==> src/rtl/traffic_pkg.sv <==
// traffic_pkg -- shared definitions for the multi-phase traffic light controller.
//   state_e      : controller FSM states
//   LIGHT_*      : one-hot lamp encodings for a single approach (red 001, yellow 010, green 100)
package traffic_pkg;

  typedef enum logic [1:0] {
    ST_ALLRED = 2'd0,
    ST_GREEN  = 2'd1,
    ST_YELLOW = 2'd2,
    ST_PED    = 2'd3
  } state_e;

  localparam logic [2:0] LIGHT_RED    = 3'b001;
  localparam logic [2:0] LIGHT_YELLOW = 3'b010;
  localparam logic [2:0] LIGHT_GREEN  = 3'b100;

endpackage

==> src/rtl/tick_countdown.sv <==
// tick_countdown -- loadable down-counter advanced by a timebase enable.
//   clk      : clock
//   rst      : synchronous active-high reset, loads RST_VAL
//   tick     : decrement enable (one clk per timebase tick)
//   load     : load load_val this cycle (has priority over tick)
//   load_val : value to load
//   count    : current count; holds at zero rather than wrapping
module tick_countdown #(
  parameter int                 TIMER_W = 8,
  parameter logic [TIMER_W-1:0] RST_VAL = '0
) (
  input  logic               clk,
  input  logic               rst,
  input  logic               tick,
  input  logic               load,
  input  logic [TIMER_W-1:0] load_val,
  output logic [TIMER_W-1:0] count
);

  logic [TIMER_W-1:0] r_count;

  // NOTE: sequential state is written with non-blocking assignments so every
  // register samples the pre-edge values, independent of statement order.
  always_ff @(posedge clk) begin
    if (rst) begin
      r_count <= RST_VAL;
    end else if (load) begin
      r_count <= load_val;
    end else if (tick && (r_count != '0)) begin
      r_count <= r_count - TIMER_W'(1);
    end
  end

  assign count = r_count;

endmodule

==> src/rtl/multi_phase_light_controller.sv <==
// multi_phase_light_controller -- round-robin traffic controller for NUM_PHASES
// approaches with a shared pedestrian phase.
//   clk         : clock
//   rst         : synchronous active-high reset
//   tick        : timebase enable; state durations are counted in ticks
//   car_req     : level car-present sense, one bit per phase
//   ped_req     : pedestrian button, sampled every clk
//   light       : per-phase one-hot lamp, phase i at [3i+2:3i]
//   walk        : per-phase walk signal
//   phase_idx   : phase currently green, or the last one served
//   ped_pending : latched pedestrian request
module multi_phase_light_controller
  import traffic_pkg::*;
#(
  parameter  int NUM_PHASES   = 4,
  parameter  int TIMER_W      = 8,
  parameter  int GREEN_TICKS  = 10,
  parameter  int YELLOW_TICKS = 5,
  parameter  int PED_TICKS    = 15,
  parameter  int ALLRED_TICKS = 1,
  localparam int IDX_W        = $clog2(NUM_PHASES)
) (
  input  logic                    clk,
  input  logic                    rst,
  input  logic                    tick,
  input  logic [NUM_PHASES-1:0]   car_req,
  input  logic                    ped_req,
  output logic [3*NUM_PHASES-1:0] light,
  output logic [NUM_PHASES-1:0]   walk,
  output logic [IDX_W-1:0]        phase_idx,
  output logic                    ped_pending
);

  state_e             r_state;
  state_e             w_next_state;
  logic [IDX_W-1:0]   r_phase_idx;
  logic [IDX_W-1:0]   w_next_idx;
  logic               r_ped_pending;
  logic               w_ped_clear;
  logic [TIMER_W-1:0] w_count;
  logic [TIMER_W-1:0] w_load_val;
  logic               w_load;
  logic               w_expire;
  logic [NUM_PHASES-1:0] w_own_mask;
  logic               w_own_req;
  logic               w_other_req;

  // First phase with a request, searching upward from last+1 with wrap;
  // with no requests the rotation simply advances by one.
  function automatic logic [IDX_W-1:0] rr_select(input logic [NUM_PHASES-1:0] req,
                                                 input logic [IDX_W-1:0]      last);
    logic [IDX_W-1:0] sel;
    logic             found;
    int               p;
    sel   = IDX_W'((int'(last) + 1) % NUM_PHASES);
    found = 1'b0;
    for (int k = 1; k <= NUM_PHASES; k++) begin
      p = (int'(last) + k) % NUM_PHASES;
      if (!found && ((req & (NUM_PHASES'(1) << p)) != '0)) begin
        sel   = IDX_W'(p);
        found = 1'b1;
      end
    end
    return sel;
  endfunction

  tick_countdown #(
    .TIMER_W (TIMER_W),
    .RST_VAL (TIMER_W'(ALLRED_TICKS))
  ) u_timer (
    .clk      (clk),
    .rst      (rst),
    .tick     (tick),
    .load     (w_load),
    .load_val (w_load_val),
    .count    (w_count)
  );

  // The state ends on the tick that would take the timer from 1 to 0; the
  // reload on that same edge means the timer never actually reaches zero.
  assign w_expire    = tick && (w_count == TIMER_W'(1));
  assign w_own_mask  = NUM_PHASES'(1) << r_phase_idx;
  assign w_own_req   = (car_req & w_own_mask) != '0;
  assign w_other_req = (car_req & ~w_own_mask) != '0;

  // NOTE: every signal driven here gets a default first, so no path through
  // the block leaves a value unassigned and no latch is inferred.
  always_comb begin
    w_next_state = r_state;
    w_next_idx   = r_phase_idx;
    w_load       = 1'b0;
    w_load_val   = TIMER_W'(ALLRED_TICKS);
    w_ped_clear  = 1'b0;
    if (w_expire) begin
      // Every expiry enters a state (possibly the same GREEN), so it always reloads.
      w_load = 1'b1;
      case (r_state)
        ST_ALLRED: begin
          if (r_ped_pending) begin
            w_next_state = ST_PED;
            w_load_val   = TIMER_W'(PED_TICKS);
          end else begin
            w_next_state = ST_GREEN;
            w_load_val   = TIMER_W'(GREEN_TICKS);
            w_next_idx   = rr_select(car_req, r_phase_idx);
          end
        end
        ST_GREEN: begin
          // Hold green only while this approach is the sole demand.
          if (!w_other_req && !r_ped_pending && w_own_req) begin
            w_next_state = ST_GREEN;
            w_load_val   = TIMER_W'(GREEN_TICKS);
          end else begin
            w_next_state = ST_YELLOW;
            w_load_val   = TIMER_W'(YELLOW_TICKS);
          end
        end
        ST_YELLOW: begin
          w_next_state = ST_ALLRED;
          w_load_val   = TIMER_W'(ALLRED_TICKS);
        end
        ST_PED: begin
          w_next_state = ST_ALLRED;
          w_load_val   = TIMER_W'(ALLRED_TICKS);
          w_ped_clear  = 1'b1;
        end
        default: begin
          w_next_state = ST_ALLRED;
          w_load_val   = TIMER_W'(ALLRED_TICKS);
        end
      endcase
    end
  end

  always_ff @(posedge clk) begin
    if (rst) begin
      r_state       <= ST_ALLRED;
      r_phase_idx   <= IDX_W'(NUM_PHASES - 1);  // phase 0 is searched first
      r_ped_pending <= 1'b0;
    end else begin
      r_state     <= w_next_state;
      r_phase_idx <= w_next_idx;
      // A press in the PED-expiry cycle must survive the clear.
      if (ped_req) begin
        r_ped_pending <= 1'b1;
      end else if (w_ped_clear) begin
        r_ped_pending <= 1'b0;
      end
    end
  end

  // Lamp and walk decode from registered state only.
  always_comb begin
    light = {NUM_PHASES{LIGHT_RED}};
    walk  = '0;
    for (int i = 0; i < NUM_PHASES; i++) begin
      if (IDX_W'(i) == r_phase_idx) begin
        if (r_state == ST_GREEN) begin
          light[3*i +: 3] = LIGHT_GREEN;
          walk[i]         = 1'b1;
        end else if (r_state == ST_YELLOW) begin
          light[3*i +: 3] = LIGHT_YELLOW;
        end
      end
    end
    if (r_state == ST_PED) begin
      walk = '1;
    end
  end

  assign phase_idx   = r_phase_idx;
  assign ped_pending = r_ped_pending;

endmodule

==> config.mk <==
export PLATFORM = sky130hd
export DESIGN_NAME = multi_phase_light_controller
export DESIGN_NICKNAME = d
export VERILOG_FILES = /design/src/rtl/traffic_pkg.sv /design/src/rtl/tick_countdown.sv /design/src/rtl/multi_phase_light_controller.sv
export SDC_FILE = /design/constraint.sdc
export NUM_CORES = 1
export LEC_CHECK = 0
export ABC_AREA = 1
export CAP_MARGIN = 20
export CORE_UTILIZATION = 55
export DETAILED_ROUTE_END_ITERATION = 8
export HOLD_SLACK_MARGIN = 0.03
export PLACE_DENSITY = 0.86
export SLEW_MARGIN = 10
export SYNTH_ARGS = -nofsm -noshare
export SYNTH_HDL_FRONTEND = slang
export SYNTH_SLANG_ARGS = --single-unit
==> constraint.sdc <==
create_clock -name clk -period 3.7 [get_ports clk]
set_input_delay 0.37 -clock clk [delete_from_list [all_inputs] [get_ports clk]]
set_output_delay 0.37 -clock clk [all_outputs]
set_load 0.005 [all_outputs]
==> metrics <==
CP startpoint=phase_idx[0]; hold-fix buffers at CTS=0; Sink Count=13; number of CTS-inserted buffers=3; Setup CP Type=register to output port; layout cell share with drive strength beyond 1=0.110; Post-synth EDFFs=0; fin crit share=0.590; crit end category=output port; most frequent cell after synthesis=nand2_1; Setup TNS Final=0 ps; FF+latch count, synth=13; Post-Syn Area per Cell=6.21 sq um; Synth Instances=207; final-layout fill cell count=201; first-pass iteration count of the detailed router=4; critical path arrival=1810 ps; Vias per Instance=4.88; CTS clk-pin slew, worst paths=90 ps; post-CTS setup buffers=0; Required @ worst endpoint=3330 ps; CP max FO=7; worst r2r path cells=10; sequential element share of the synthesized area=0.203; Wirelength per Cell=10.4 um; Layout Skew=4.60 ps; RSZ-0062 raised after global routing=no; CTS max path bufs=2; Diodes inserted=0; post-synth top area cell=dfxtp_1; Gates resized, CTS repair=0; initial antenna violation count=0; relative slew slack=0.841; r2r setup slk=1930 ps; Global Route Usage Sum=0.234; P per Cell Area=637 nW/um^2; Hold Path Class=register to register; num rows=17; input/output buffers=26; core occupancy in the finished layout=0.726; Setup-failing EPs final=0; core area=2210 sq um; # DRC=0; Netlist cell types=24; dominant synthesized flop cell=dfxtp_1; outcome=finished clean; Hold EP=u_timer.count[7]; worst hold start=u_timer.count[7]; asr flop ratio synth=0; Fin. Hold Viols=0; share of the synthesized area in the top cell type=0.203; via count=1292; Antenna Violating Nets Remaining=0; Worst R2R End=phase_idx[1]; area delta synth->final=25.0%; LEAKAGE=0.857 nW; I/O Pins=27; CTS tree=built; syn nets=232; YS warnings=0; Max Cap Viol=0; Post-Syn Area=1280 sq um; Starting Density=0.581; H-tree lvl count=1; die height=50.3 um; R2R Path Start=phase_idx[0]; Slew @ Worst Pin=239 ps; Routed Wire Length=2.76 mm; die width=50.3 um; Setup crit start kind=register; vias in the first global route=1100; GPL Wtd Cong=0.881; fin. max-slew vios=0; first-pass GRT wire length=4.63 mm; Cells on Worst Hold Path=2; Worst VDD drop=0.428 mV; dpl hpwl=2.24 mm; post-layout min period=2180 ps; clock root cell=clkbuf_4; Synth area leaders=dfxtp_1, nand2_1, ha_1; grt ovf=0; synth cell count leaders=nand2_1, inv_1, ha_1; f_max=0.458 GHz; Net count, final=263; pin count of the biggest net entering global routing=8; Initial DRC Count=49; die area=2530 sq um; Clock Latency Late Sink=290 ps
==> worst max-delay path, stage by stage, from the launching register on <==
cell             delay [ps]
dfxtp_1                 460
inv_1                   160
ha_1                    300
nand2_1                 110
nand2_1                  50
clkdlybuf4s50_1         440
==> cells in the final DEF, fill, tap and decap left out, drive strengths merged <==
cell           count
nand4              4
inv               45
clkdlybuf4s50     26
clkbuf             4
dfxtp             13
ha                17
xor2               1
or2                2
nand3             13
xnor2              1
nor2              20
nor2b              1
o21ai             12
o22ai              2
nand2             68
a21oi              7
nor3               1
==> metrics by stage <==
stage	hold slack (ps)	area, sq um	worst slack (ps)	std cells	power, mW
after floorplan	439	1280	2160	207	0.738
after global placement	452	1580	1850	261	0.915
after detailed placement	468	1580	1840	261	0.926
after CTS	481	1610	1500	265	1.02
after global routing	495	1610	1380	265	1.13
final	474	1610	1520	265	1.02
==> layer usage <==
metal / wire, um / vias to the layer above / GRT usage
li1: - / 691 / -
met1: 1360 / 563 / 0.326
met2: 1240 / 38 / 0.373
met3: 167 / 0 / 0.0606
met4: 0 / 0 / 0.0185
met5: 0 / - / 0
==> worst max path at each step <==
stage,to,slack (ps),cells after the start
after detailed placement,walk[2],1840,5
final,walk[2],1520,5
after CTS,walk[2],1500,5
after global placement,walk[2],1850,5
after global routing,walk[0],1380,5
after floorplan,phase_idx[1],2160,9
==> report_power, final <==
group	internal, mW	switching [mW]	leakage [nW]	total, mW
logic	0.283	0.413	0.735	0.695
registers	0.186	0.0471	0.107	0.233
clock network	0.0420	0.0533	0.0150	0.0952
total	0.511	0.513	0.857	1.02
==> cell families (layout without fill, tap and decap cells) <==
family	count (synthesis)	count (layout)	synth area share
AND/OR/NAND/NOR	109	109	0.398
buffers and inverters	45	75	0.133
AO/OA/AOI/OAI	21	21	0.0867
adder cells (fa/ha/maj)	17	17	0.166
flip-flops	13	13	0.203
XOR/XNOR	2	2	0.0136
==> flip-flops by register name (all words and copies together) (netlist names) <==
name	count
ped_pending	1
phase_idx	2
r_state	2
u_timer.count	8
==> layout make-up <==
type                            count  area [sq um]  share of cell area
Clock buffer                        4          26.3              0.0164
Inverter                           45           171               0.107
Multi-Input combinational cell    149           853               0.531
Sequential cell                    13           260               0.162
Tap cell                           28          35.0              0.0218
Timing Repair Buffer               26           260               0.162
Note: power is estimated with default switching activity, not from simulation.
